`src/rtl/subtractor_bitserial.sv`:
```
// subtractor_bitserial: LSB-first bit-serial a - b - bin over WIDTH cycles; defining SUBTRACTOR_BITSERIAL_OVF_EN adds the signed-overflow output ovf
module subtractor_bitserial #(
  parameter int WIDTH = 8,
  parameter int IMPL_TYPE = 0
) (
  input  logic             clk,
  input  logic             rst,
  input  logic             in_valid,
  output logic             in_ready,
  input  logic [WIDTH-1:0] a,
  input  logic [WIDTH-1:0] b,
  input  logic             bin,
  output logic             out_valid,
  input  logic             out_ready,
  output logic [WIDTH-1:0] diff,
  output logic             bout,
  output logic             zero
`ifdef SUBTRACTOR_BITSERIAL_OVF_EN
  ,
  output logic             ovf
`endif
);
  localparam int CW = $clog2(WIDTH + 1);
  typedef enum logic [1:0] {IDLE, RUN, DONE} state_t;
  state_t state_q, state_d;
  logic [WIDTH-1:0] a_q, a_d, b_q, b_d, res_q, res_d, diff_q, diff_d;
  logic [CW-1:0] cnt_q, cnt_d;
  logic br_q, br_d, bout_q, bout_d, zero_q, zero_d;
  logic ca, cb, sub, cbo, last;
  assign ca = a_q[0];
  assign cb = b_q[0];
  generate
    if (IMPL_TYPE == 0) begin : g_xor
      logic x;
      assign x = ca ^ cb;
      assign sub = x ^ br_q;
      assign cbo = x ? cb : br_q;
    end else if (IMPL_TYPE == 1) begin : g_maj
      logic na;
      assign na = ~ca;
      assign cbo = (na & cb) | (na & br_q) | (cb & br_q);
      assign sub = ~(na ^ cb ^ br_q);
    end else begin : g_bad
      $fatal(1, "subtractor_bitserial: unsupported IMPL_TYPE %0d", IMPL_TYPE);
      assign sub = 1'b0;
      assign cbo = 1'b0;
    end
  endgenerate
  assign last = cnt_q == CW'(WIDTH - 1);
  assign in_ready = state_q == IDLE;
  assign out_valid = state_q == DONE;
  assign diff = diff_q;
  assign bout = bout_q;
  assign zero = zero_q;
  always_comb begin
    state_d = state_q;
    a_d = a_q;
    b_d = b_q;
    br_d = br_q;
    cnt_d = cnt_q;
    res_d = res_q;
    diff_d = diff_q;
    bout_d = bout_q;
    zero_d = zero_q;
    if (state_q == IDLE && in_valid) begin
      state_d = RUN;
      a_d = a;
      b_d = b;
      br_d = bin;
      cnt_d = '0;
    end else if (state_q == RUN) begin
      a_d = a_q >> 1;
      b_d = b_q >> 1;
      br_d = cbo;
      cnt_d = cnt_q + CW'(1);
      res_d = (res_q >> 1) | (WIDTH'(sub) << (WIDTH - 1));
      if (last) begin
        state_d = DONE;
        diff_d = res_d;
        bout_d = cbo;
        zero_d = res_d == '0;
      end
    end else if (state_q == DONE && out_ready) begin
      state_d = IDLE;
    end
  end
  always_ff @(posedge clk or posedge rst) begin
    if (rst) begin
      state_q <= IDLE;
      a_q <= '0;
      b_q <= '0;
      br_q <= 1'b0;
      cnt_q <= '0;
      res_q <= '0;
      diff_q <= '0;
      bout_q <= 1'b0;
      zero_q <= 1'b0;
    end else begin
      state_q <= state_d;
      a_q <= a_d;
      b_q <= b_d;
      br_q <= br_d;
      cnt_q <= cnt_d;
      res_q <= res_d;
      diff_q <= diff_d;
      bout_q <= bout_d;
      zero_q <= zero_d;
    end
  end
`ifdef SUBTRACTOR_BITSERIAL_OVF_EN
  logic ovf_q, ovf_d;
  always_comb ovf_d = (state_q == RUN && last) ? (ca != cb) && (sub != ca) : ovf_q;
  always_ff @(posedge clk or posedge rst) begin
    if (rst) ovf_q <= 1'b0;
    else ovf_q <= ovf_d;
  end
  assign ovf = ovf_q;
`endif
endmodule

```
`config.mk`:
```
export PLATFORM = sky130hd
export DESIGN_NAME = subtractor_bitserial
export DESIGN_NICKNAME = d
export VERILOG_FILES = /design/src/rtl/subtractor_bitserial.sv
export SDC_FILE = /design/constraint.sdc
export NUM_CORES = 1
export LEC_CHECK = 0
export CAP_MARGIN = 20
export CORE_AREA = 2 2 62 64
export CTS_CLUSTER_SIZE = 28
export DETAILED_ROUTE_END_ITERATION = 16
export DIE_AREA = 0 0 64 66
export MAX_ROUTING_LAYER = met4
export PLACE_DENSITY = 0.8
export SYNTH_ARGS = -nofsm -noshare
export SYNTH_HDL_FRONTEND = slang
export SYNTH_SLANG_ARGS = --single-unit
```
`constraint.sdc`:
```
create_clock -name clk -period 2.32 [get_ports clk]
set_clock_uncertainty 0.15 [all_clocks]
set_input_delay 0.464 -clock clk [delete_from_list [all_inputs] [get_ports clk]]
set_output_delay 0.464 -clock clk [all_outputs]
set_load 0.05 [all_outputs]
```
==> qor.tcl <==
set qor(run_status) {finished clean}
set qor(hold_ws_ns) 0.338
set qor(crit_path_top_delay_cell) {sky130_fd_sc_hd__clkdlybuf4s50_1}
set qor(path_clk_slew_ns) 0.11
set qor(period_minus_slack_ns) 2.16
set qor(p_leak_nw) 1.05
set qor(power.net_switching_mw) 1.27
set qor(portBuffers) 32
set qor(largest_net_degree_at_the_start_of_global_routing) 41
set qor(post-synth-top-count-cell) {sky130_fd_sc_hd__nand2_1}
set qor(grt_antenna_before_repair) 0
set qor(final_net_count) 220
set qor(slowest_delay_ns) 0.81
set qor(place_ws_ns) 0.336
set qor(post_synth.cell_area_avg_um2) 10.7
set qor(post_route_cells_drive_above_1_share) 0.131
set qor(critical_path_arrival_ns) 1.54
set qor(htree_levels) 2
set qor(number_of_buffers_inserted_by_hold_repair_at_cts) 0
set qor(yosysSeqAreaShare) 0.577
set qor(asyncSetResetFlopFracSynth) 1.00
set qor(post-dp-hpwl_mm) 2.31
set qor(antenna_left) 0
set qor(overflow) 0
set qor(route.detailed.wl_per_inst_um) 13.4
set qor(yosys-top-cells-count) {sky130_fd_sc_hd__nand2_1 (57), sky130_fd_sc_hd__dfrtp_1 (40), sky130_fd_sc_hd__a22oi_1 (14)}
set qor(tritoncts_num_sinks) 40
set qor(routed_wirelength_mm) 3.30
set qor(synth_top_area_share) 0.577
set qor(slew_viol_final) 0
set qor(fin_util) 0.612
set qor(number_of_filler_instances_in_the_final_layout) 298
set qor(insertedDiodeCount) 0
set qor(crit_required_ns) 1.71
set qor(post-cts-setup-buffer-count) 0
set qor(max_cap_viol_count) 0
set qor(vdd.ir_drop.worst_uv) 604
set qor(gp_congestion) 0.789
set qor(worst_setup_path_end_kind) {output pin}
set qor(cts-root-buf) {sky130_fd_sc_hd__clkbuf_4}
set qor(cts-resized-gates) 0
set qor(rsz0062_at_grt) {false}
set qor(top_cells_by_area_in_the_synthesized_netlist) {sky130_fd_sc_hd__dfrtp_1 (58%), sky130_fd_sc_hd__nand2_1 (12%), sky130_fd_sc_hd__a22oi_1 (6.1%)}
set qor(cts_inserted_buffers) 5
set qor(ys_warn_count) 0
set qor(worstMarginPinSlew_ns) 0.685
set qor(power_switching_share) 0.422
set qor(critical_path.n_buffers_inverters) 1
set qor(cpLargestDelayFamily) {buffers and inverters}
set qor(syn_inst) 162
set qor(timing_worst_setup_path_type) {reg2out}
set qor(clk_path_buf_depth) 2
set qor(groute.usage.overall) 0.180
set qor(multi_input_area_um2) 676
set qor(seqPwrFrac) 0.407
set qor(synthesis.nets) 184
set qor(final-seq-area_um2) 1000
set qor(powerDensity_nw_per_um2) 1380
set qor(starting_density) 0.489
set qor(internal_power_mw) 1.74
set qor(first_global_vias) 1285
set qor(timing.final.ws_setup_ns) 0.162
set qor(setup-tns-final_ns) 0
set qor(fmax_mhz) 463
set qor(final_min_period_over_clock_period) 0.930
set qor(synthFlopType) {sky130_fd_sc_hd__dfrtp_1}
set qor(combinationalPowerShare) 0.464
set qor(worst_slew_margin_rel) 0.543
set qor(average_via_count_per_standard_cell) 5.23
set qor(synth_area_leader_cell) {sky130_fd_sc_hd__dfrtp_1}
set qor(remaining_drc_errors) 0
set qor(tritoncts) {done}
set qor(post_synth_design_cell_area_um2) 1740
set qor(power.clock.fraction) 0.129
set qor(die_height_um) 66
set qor(synth_enable_flop_cells) 0
set qor(die-area_um2) 4220
set qor(dr_total_vias) 1287
set qor(yosys.cell_types.count) 30
set qor(dpl.cell_count) 239
set qor(setup-violations-final) 0
set qor(drtIter0Drc) 86
set qor(area_growth_syn_to_layout_pct) 25.2
set qor(core_area_um2) 3550
set qor(grt_first_pass_wirelength_mm) 5.58
set qor(ys_seq_elements) 40
set qor(worstSetupStartpointType) {flop}
set qor(timing_hold_violations_final) 0
set qor(critPathMaxFanout) 2
set qor(min-delay-path-class) {reg2reg}
set qor(clock_insertion_delay_worst_skew_ns) 0.35
set qor(top_level_ports) 33
set qor(std_cell_rows) 22
set qor(chain_of_cells_forming_the_critical_path) {clkdlybuf4s50_1}
set qor(count_of_non_filler_cells_in_the_finished_layout) 246
set qor(detail_route.first_pass.iterations) 4
set qor(dieWidth_um) 64
## layout make-up
type / count / area share
clock buffers: 7 / 0.0299
inverters: 5 / 0.00864
multi-input cells: 109 / 0.311
flip-flops and latches: 40 / 0.461
well taps: 48 / 0.0276
repair buffers: 37 / 0.162
## final timing paths
path                                        startpoint                  end  slack, ns  depth (start not counted)
worst max-delay path                  bout$_DFFE_PP0P_                 bout       0.16                          1
min in group asynchronous                          rst     bout$_DFFE_PP0P_       0.37                          3
worst max register to register  state_q[1]$_DFFE_PP0P_  diff[2]$_DFFE_PP0P_       0.34                          4
worst min-delay path                a_q[6]$_DFFE_PP0P_   a_q[6]$_DFFE_PP0P_       0.34                          2
max in group asynchronous                          rst   a_q[4]$_DFFE_PP0P_       1.30                          3
worst min register to register      a_q[6]$_DFFE_PP0P_   a_q[6]$_DFFE_PP0P_       0.34                          2
## metrics by stage
step	power [mW]	instance area, um^2
global route	3.21	2170
CTS	3.03	2170
finish	3.00	2170
global placement	2.58	2110
floorplan	2.23	1740
detailed placement	2.64	2110
## state kept, by name, summed over array words and instances, names as in the netlist
name and cells:
cnt_q 4, zero 1, state_q 2, diff 8
br_q 1, b_q 8, a_q 8, bout 1
res_q 7
## worst min-delay path, stage by stage (launching register included)
cell,delay [ns]
sky130_fd_sc_hd__dfrtp_1,0.36
sky130_fd_sc_hd__nand2_1,0.05
sky130_fd_sc_hd__nand2_1,0.06
## cell families (layout without fill, tap and decap cells)
kind of cell | count (synthesis) | after routing | synth area share
mux | 11 | 11 | 0.0822
buf+inv | 13 | 49 | 0.0368
fa+ha+maj | 2 | 2 | 0.0130
simple gates | 69 | 69 | 0.173
xor+xnor | 1 | 1 | 0.0130
flops | 40 | 40 | 0.577
compound gates | 26 | 26 | 0.105
## per-layer routing
layer / GRT usage / share of wire / vias to the layer above
met3: 0.0409 / 0.064 / 7
met5: - / 0 / -
met2: 0.306 / 0.48 / 47
met4: 0.0897 / 0.021 / 0
li1: - / - / 611
met1: 0.201 / 0.43 / 622
## layout by cell type (no fill, tap or decap), drive strengths merged
cell           instances
a21o                   2
nand4                  1
mux2                   8
maj3                   1
a22o                   1
nor4                   1
clkdlybuf4s50         30
and2b                  1
o21bai                 2
nor2b                  1
nand2b                 2
clkbuf                 7
mux2i                  3
nand2                 57
buf                    7
nand3                  1
o21ai                  7
nor2                   1
nor3b                  2
nor3                   2
a22oi                 14
inv                    5
ha                     1
xnor3                  1
dfrtp                 40
## power by group through the flow
stage | sequential [mW] | clock, mW | combinational [mW]
global route | 1.26 | 0.429 | 1.52
detailed placement | 1.24 | 0 | 1.40
floorplan | 1.48 | 0 | 0.746
CTS | 1.22 | 0.396 | 1.41
finish | 1.22 | 0.387 | 1.39
global placement | 1.22 | 0 | 1.36
(Power assumes the default switching activity.)
